## src/rtl/bandit_pkg.sv

```systemverilog
// Shared defaults and the transaction state encoding for the bandit arbiter.
package bandit_pkg;

    localparam int DEFAULT_ACTION_WIDTH = 8;
    localparam int DEFAULT_REWARD_WIDTH = 16;

    typedef enum logic [1:0] {
        IDLE   = 2'd0,
        ACTION = 2'd1,
        REWARD = 2'd2,
        INJECT = 2'd3
    } state_t;

endpackage

```

## src/rtl/rr_arbiter.sv

```systemverilog
// Combinational round-robin pick: the first requester strictly after the last
// granted index, wrapping modulo NUM_CLIENTS.
module rr_arbiter #(
    parameter int NUM_CLIENTS = 4
) (
    input  logic [NUM_CLIENTS-1:0]         req,
    input  logic [$clog2(NUM_CLIENTS)-1:0] last,
    output logic [$clog2(NUM_CLIENTS)-1:0] pick,
    output logic                           any
);

    localparam int GW = $clog2(NUM_CLIENTS);

    // Distance 0 is the client right after `last`; `last` itself is farthest.
    function automatic int rr_dist(input int idx, input logic [GW-1:0] from);
        return (idx + NUM_CLIENTS - 1 - int'(from)) % NUM_CLIENTS;
    endfunction

    int best;

    always_comb begin
        pick = '0;
        any  = 1'b0;
        best = NUM_CLIENTS;
        for (int i = 0; i < NUM_CLIENTS; i++) begin
            if (req[GW'(i)] && (rr_dist(i, last) < best)) begin
                best = rr_dist(i, last);
                pick = GW'(i);
                any  = 1'b1;
            end
        end
    end

endmodule

```

## src/rtl/bandit_arbiter.sv

```systemverilog
// Shares one bandit core among several environment clients: one atomic
// action/reward transaction per grant, with a reward timeout fallback.
module bandit_arbiter
    import bandit_pkg::*;
#(
    parameter int                              NUM_CLIENTS    = 4,
    parameter int                              ACTION_WIDTH   = DEFAULT_ACTION_WIDTH,
    parameter int                              REWARD_WIDTH   = DEFAULT_REWARD_WIDTH,
    parameter int                              TIMEOUT        = 1024,
    parameter logic signed [REWARD_WIDTH-1:0]  TIMEOUT_REWARD = '0
) (
    input  logic                                  clock,
    input  logic                                  reset,
    input  logic [NUM_CLIENTS-1:0]                client_req,
    output logic [NUM_CLIENTS-1:0]                client_action_valid,
    output logic [ACTION_WIDTH-1:0]               client_action_data,
    input  logic [NUM_CLIENTS-1:0]                client_action_ready,
    input  logic [NUM_CLIENTS-1:0]                client_reward_valid,
    input  logic [NUM_CLIENTS*REWARD_WIDTH-1:0]   client_reward_data,
    output logic [NUM_CLIENTS-1:0]                client_reward_ready,
    input  logic                                  core_action_valid,
    input  logic [ACTION_WIDTH-1:0]               core_action_data,
    output logic                                  core_action_ready,
    output logic                                  core_reward_valid,
    output logic [REWARD_WIDTH-1:0]               core_reward_data,
    input  logic                                  core_reward_ready,
    output logic [$clog2(NUM_CLIENTS)-1:0]        grant,
    output logic                                  busy,
    output logic                                  timeout
);

    localparam int GW = $clog2(NUM_CLIENTS);
    localparam int TW = $clog2(TIMEOUT);
    localparam logic [TW-1:0] TIMER_LAST = TW'(TIMEOUT - 1);

    state_t          state;
    logic [GW-1:0]   last;
    logic [TW-1:0]   timer;
    logic [GW-1:0]   pick;
    logic            any;
    logic            action_hs;
    logic            reward_hs;

    logic [REWARD_WIDTH-1:0] reward_slice [NUM_CLIENTS];

    for (genvar i = 0; i < NUM_CLIENTS; i++) begin : g_slice
        assign reward_slice[i] = client_reward_data[i*REWARD_WIDTH +: REWARD_WIDTH];
    end

    rr_arbiter #(.NUM_CLIENTS(NUM_CLIENTS)) u_rr (
        .req  (client_req),
        .last (last),
        .pick (pick),
        .any  (any)
    );

    assign action_hs = core_action_valid && client_action_ready[grant];
    assign reward_hs = client_reward_valid[grant] && core_reward_ready;
    assign busy      = (state != IDLE);

    always_ff @(posedge clock) begin
        if (reset) begin
            state   <= IDLE;
            grant   <= '0;
            last    <= GW'(NUM_CLIENTS - 1);
            timer   <= '0;
            timeout <= 1'b0;
        end else begin
            timeout <= 1'b0;
            case (state)
                IDLE: begin
                    if (any) begin
                        grant <= pick;
                        last  <= pick;
                        state <= ACTION;
                    end
                end
                ACTION: begin
                    if (action_hs) begin
                        state <= REWARD;
                        timer <= '0;
                    end
                end
                REWARD: begin
                    // A handshake in the expiry cycle takes priority over injection.
                    if (reward_hs) begin
                        state <= IDLE;
                    end else if (timer == TIMER_LAST) begin
                        state   <= INJECT;
                        timeout <= 1'b1;
                    end else begin
                        timer <= timer + 1'b1;
                    end
                end
                INJECT: begin
                    if (core_reward_ready) begin
                        state <= IDLE;
                    end
                end
                default: state <= IDLE;
            endcase
        end
    end

    // Action data is a shared bus; only the owner's valid qualifies it.
    assign client_action_data = core_action_data;

    always_comb begin
        client_action_valid = '0;
        client_reward_ready = '0;
        core_action_ready   = 1'b0;
        core_reward_valid   = 1'b0;
        core_reward_data    = '0;
        case (state)
            ACTION: begin
                client_action_valid[grant] = core_action_valid;
                core_action_ready          = client_action_ready[grant];
            end
            REWARD: begin
                core_reward_valid          = client_reward_valid[grant];
                core_reward_data           = reward_slice[grant];
                client_reward_ready[grant] = core_reward_ready;
            end
            INJECT: begin
                core_reward_valid = 1'b1;
                core_reward_data  = TIMEOUT_REWARD;
            end
            default: ;
        endcase
    end

endmodule

```

## config.mk

```make
export PLATFORM = sky130hd
export DESIGN_NAME = bandit_arbiter
export DESIGN_NICKNAME = d
export VERILOG_FILES = /design/src/rtl/bandit_pkg.sv /design/src/rtl/rr_arbiter.sv /design/src/rtl/bandit_arbiter.sv
export SDC_FILE = /design/constraint.sdc
export NUM_CORES = 1
export LEC_CHECK = 0
export ABC_AREA = 1
export BUFFER_PORTS_ARGS = -buffer_cell sky130_fd_sc_hd__clkbuf_2
export CAP_MARGIN = 20
export CORE_MARGIN = 5
export CORE_UTILIZATION = 34
export DETAILED_ROUTE_END_ITERATION = 8
export MAX_ROUTING_LAYER = met4
export PLACE_DENSITY = 0.8
export SYNTH_ARGS = -nofsm -noshare
export SYNTH_HDL_FRONTEND = slang
export SYNTH_SLANG_ARGS = --single-unit
```

## constraint.sdc

```tcl
create_clock -name clock -period 1.3 [get_ports clock]
set_input_delay 0.195 -clock clock [delete_from_list [all_inputs] [get_ports clock]]
set_output_delay 0.195 -clock clock [all_outputs]
set_load 0.02 [all_outputs]
```

======== Word-level counts from Yosys, hierarchy flattened ========
Index checks and enable logic that the tools add are counted.
storage, ports and cells
  flip-flop bits (word level) ............. 17
  input port bits ......................... 88
  word-level logic and storage cells ...... 72
  output and inout port bits .............. 38
operators by class
  $add $sub $neg .......................... 3
  equality and inequality tests ........... 10
  order comparisons ....................... 5
  bitwise logic cells ..................... 6
  mux-type cells .......................... 29
  reductions and logical operators ........ 14
operators with widths
  operator                                                     number
  2-to-1 mux 16 bit                                            3
  binary-select mux 16 bit (select 2 bit)                      1
  less-than comparator 3 x 32 -> 1 bit                         1
  2-to-1 mux 32 bit                                            1
  2-to-1 mux 10 bit                                            3
  case mux 10 bit (2 select lines)                             1
  adder 10 x 1 -> 10 bit (second input constant)               1
  == test 10 bit (second input constant)                       1
  2-to-1 mux 2 bit                                             5
  inequality test 2 bit (second input constant)                5
  bitwise AND 4 bit                                            2
  2-to-1 mux 1 bit                                             8
  2-to-1 mux 4 bit                                             2
  case mux 2 bit (4 select lines)                              1
  AND reduction 4 bit                                          2
  logical AND 1 bit                                            5
  binary-select mux 1 bit (select 2 bit)                       2
  == test 2 bit (second input constant)                        2
  less-than comparator 3 x 4 -> 1 bit (second input constant)  1
  nonzero test 2 bit                                           2
  OR reduction 2 bit                                           2
  subtractor 3 x 2 -> 4 bit (first input constant)             1
  greater-or-equal comparator 3 bit (second input constant)    1
  less-than comparator 2 x 3 -> 1 bit (second input constant)  1
  other kinds (12)                                             13

======== Longest topological paths before layout ========
  depth in word-level cells ............... 11
  gate-level depth with buffers ........... 9
  mapped depth without buffers ............ 9

======== Hierarchy ========
Synthesis repeated with hierarchy kept, for this count alone.
unflattened totals
  cell total of the unflattened synthesis .. 284
  area, all modules ....................... 1,722.9 µm²
modules (own cells, without submodules)
  module          times used  sequential area each (µm²)  area each (µm²)  cells each
  bandit_arbiter  1           340.3                       1,656.6          272
  rr_arbiter      1           0.0                         66.3             12

======== Least setup slack after synthesis ========
No wires, ideal clock.
  path kind ............................... reg-to-output
  from .................................... register grant[0]
  to ...................................... output port core_reward_data[10]
  stages on the path, launching flop included .. 5
  arrival time ............................ 1.443 ns
  required time ........................... 1.105 ns
  buffers on the path ..................... 2
  path slack .............................. -0.338 ns
  cells stage by stage .................... dfxtp_1 > buf_2 > buf_1 > nand2_1 > a21oi_1
between the ends
  word-level cells in the longest chain between the ends .. 5
RTL lines
  what                                                   line                   source
  start, declared                                        bandit_arbiter.sv:27   output logic [$clog2(NUM_CLIENTS)-1:0] grant,
  start signal, assigned                                 bandit_arbiter.sv:73   grant <= pick;
  inverter 2 -> 3 bit (implied by the code)              bandit_arbiter.sv:121  core_reward_data = reward_slice[grant];
  binary-select mux 16 bit (select 2 bit)                bandit_arbiter.sv:121
  2-to-1 mux 16 bit (implied by the code) (2 in series)  bandit_arbiter.sv:121
  2-to-1 mux 16 bit                                      bandit_arbiter.sv:114  case (state)
  end, declared                                          bandit_arbiter.sv:25   output logic [REWARD_WIDTH-1:0] core_reward_data,
No other way between the ends. The select of a mux whose other input is x is not followed.

======== Worst setup path after layout ========
  from .................................... register state[1]
  to ...................................... output port client_action_valid[0]
between the ends
  word-level cells in the longest chain between the ends .. 2
RTL lines
  what                    line                   source
  start, declared         bandit_arbiter.sv:36   state_t state;
  start signal, assigned  bandit_arbiter.sv:63   state <= IDLE;
  start signal, assigned  bandit_arbiter.sv:75   state <= ACTION;
  start signal, assigned  bandit_arbiter.sv:80   state <= REWARD;
  == test 2 x 1 -> 1 bit  bandit_arbiter.sv:114
  2-to-1 mux 4 bit        bandit_arbiter.sv:114
  end, declared           bandit_arbiter.sv:15   output logic [NUM_CLIENTS-1:0] client_action_valid,
No other way between the ends.

==> flow_summary_export.csv <==
group,metric,value,unit
status,status,"finished with violations",
status,violations,"setup timing",
cts,clock-root-buffer,"clkbuf_8",
drt,drt_iter0_markers,146,
floorplanning,start_util,0.350,
timing,max_freq,0.667,GHz
power,clkPwrFrac,0.097,
floorplanning,rows,23,
floorplanning,die_h,74.1,um
timing,hold_slack,0.250,ns
cts,htreeDepth,1,
synth,synth.area.top_cells,"nand2_1 23%, dfxtp_1 23%, a21oi_1 9.7%, buf_4 7.0%, nor2_1 6.2%",
drt,vias_per_cell,5.03,
timing,setup_ws,-0.200,ns
power,powerDensity,1900,mW/mm2
finish,fin_cells,374,
setup_path,arrival,1.31,ns
cts,ctsHoldBuffers,0,
power,p_leak,1.12,nW
cts,numCtsBuffers,3,
timing,final.period_utilization,1.15,
grt,grt_start_max_net_pins,19,
power,p_total,4.80,mW
power,p_switching,2.36,mW
synth,yosysSeqAreaShare,0.229,
timing,hold_viol_final,0,
placed_design,routabilityCongestion,0.847,
drt,drc_errors,0,
setup_path,required,1.11,ns
power,swShare,0.492,
finish,antennaDiodeCount,0,
drt,ant_nets,0,
finish,final_cell_area,0.00252,mm2
setup_path,end_kind,"output pin",
synth,synth_top_area_frac,0.233,
placed_design,io_buffer_count,66,
floorplanning,ios,126,
cts,cts_tree,"done",
drt,drt_pre_antenna_iters,4,
placed_design,dp_slack,-0.101,ns
synth,syn_area_per_cell,5.78,um2
timing,drv_slew,0,
cts,cts.reportedPaths.clkPinSlew,0.07,ns
floorplanning,dieArea,0.00550,mm2
synth,syn_area,0.00140,mm2
timing,setup_viol,36,
synth,synth_edf_count,0,
cts,cts.path.max_buffers,2,
setup_path,start_kind,"flop",
grt,grt_antenna_before_repair,0,
finish,drive_above_1_share,0.500,
job,maxCapViolCount,0,
placed_design,dp_hpwl,3280,um
synth,ys_seq_elements,16,
timing,finClkSkew,0.00863,ns
synth,synth_area_leader_cell,"nand2_1",
synth,yosysUniqueCellTypes,28,
setup_path,path_max_fanout,4,
drt,avgRoutedWirePerCell,13.9,um
power,internal_power,2.44,mW
synth,synth_warnings,0,
drt,vias,1883,
min_path,hold_class,"input port to flop",
cts,cts.sinks,16,
grt,grt_pass1_wl,8310,um
timing,period_needed,1.50,ns
setup_path,critical_path_class,"flop to output pin",
placed_design,postPlaceCellArea,0.00197,mm2
power,p_comb_frac,0.754,
placed_design,place_inst,361,
power,max-vdd-ir-drop,1.32,mV
timing,rsz0062_at_grt,"yes",
synth,synthTopCellsByCount,"87 x nand2_1, 27 x a21oi_1, 23 x nor2_1, 16 x dfxtp_1, 16 x inv_1",
drt,wirelength,5180,um
synth,syn_inst,242,
synth,yosysMostFrequentCell,"nand2_1",
synth,ys.flop_type,"dfxtp_1",
cts,clock_latency,0.27,ns
finish,nets,415,
power,power_frac_seq,0.150,
grt,grt_use_total,0.197,
grt,grt_pass1_vias,1897,
finish,area_growth_syn_to_layout,80.1,%
floorplanning,fp.coreArea,0.00400,mm2
synth,ys_async_sr_fraction,0,
grt,overflow,0,
floorplanning,die_w,74.1,um
==> layout make-up <==
type | count | area (um2)
fillers | 317 | 1480
clock buffers | 4 | 55.1
multi-input cells | 188 | 1190
well taps | 50 | 62.6
flip-flops and latches | 16 | 334
repair buffers | 93 | 773
inverters | 23 | 101
==> path summary, 6_finish.rpt <==
kind,end,slack (ns),depth (start not counted),from
hold / removal,last[1],0.25,4,client_req[1]
setup reg to reg,timer[8],-0.18,10,state[1]
hold reg to reg,last[1],0.49,2,last[1]
setup / recovery,client_action_valid[0],-0.20,5,state[1]
==> what timing repair did <==
action                                  4_1_cts  5_1_grt
endpoints found under the setup margin       35       38
pin swaps                                     8       11
buffers inserted                              6        1
gates cloned                                  2        0
gates resized for setup                      69       54
==> kinds of logic after synthesis <==
kind of cell,after synthesis,share of synthesized area
XOR/XNOR,3,0.0188
other,1,0.00268
adder cells (fa/ha/maj),2,0.0179
flip-flops,16,0.229
AO/OA/AOI/OAI,37,0.137
AND/OR/NAND/NOR,140,0.437
buffers and inverters,43,0.157
==> cell usage in the layout (no fill, tap or decap), drive strengths merged <==
cell type  instances
nand3             11
nand4              4
xor2               3
nor2              27
ha                 2
a21oi             28
conb               5
o21ai              8
nand2             92
dfxtp             16
clkbuf            51
inv               22
o21bai             1
clkinv             1
buf               46
nor3               5
nor4               1
nand3b             1
==> state kept, by name (all words and copies together), names as in the netlist <==
name and flops:
grant 1, last 2, state 2, timeout 1, timer 10
==> power groups by stage <==
stage	clock [mW]	sequential (mW)	combinational [mW]
4_1_cts	0.469	0.704	3.20
3_3_place_gp	0	0.694	2.31
6_report	0.464	0.718	3.62
3_5_place_dp	0	0.693	2.36
5_1_grt	0.480	0.731	3.88
2_1_floorplan	0	0.712	1.67
==> worst max-delay path, stage by stage (launching register included) <==
cell and delay (ns):
dfxtp_2 0.33, buf_4 0.14, nor2_4 0.15, clkinv_4 0.11
nor3_4 0.13, clkbuf_8 0.17
==> metrics by stage <==
stage	util	setup TNS (ns)
4_1_cts	0.594	-4.05
2_1_floorplan	-	-0.798
6_report	0.630	-5.48
3_3_place_gp	0.492	-1.22
3_5_place_dp	0.492	-1.90
5_1_grt	0.630	-7.12
==> metal layers <==
layer | up-vias | global-route usage | wire (um)
li1 | 918 | - | -
met1 | 871 | 0.222 | 2030
met2 | 87 | 0.346 | 2680
met3 | 7 | 0.0243 | 363
met4 | 0 | 0.0885 | 106
met5 | - | - | 0
No activity file was read; power rests on OpenSTA's default activity.
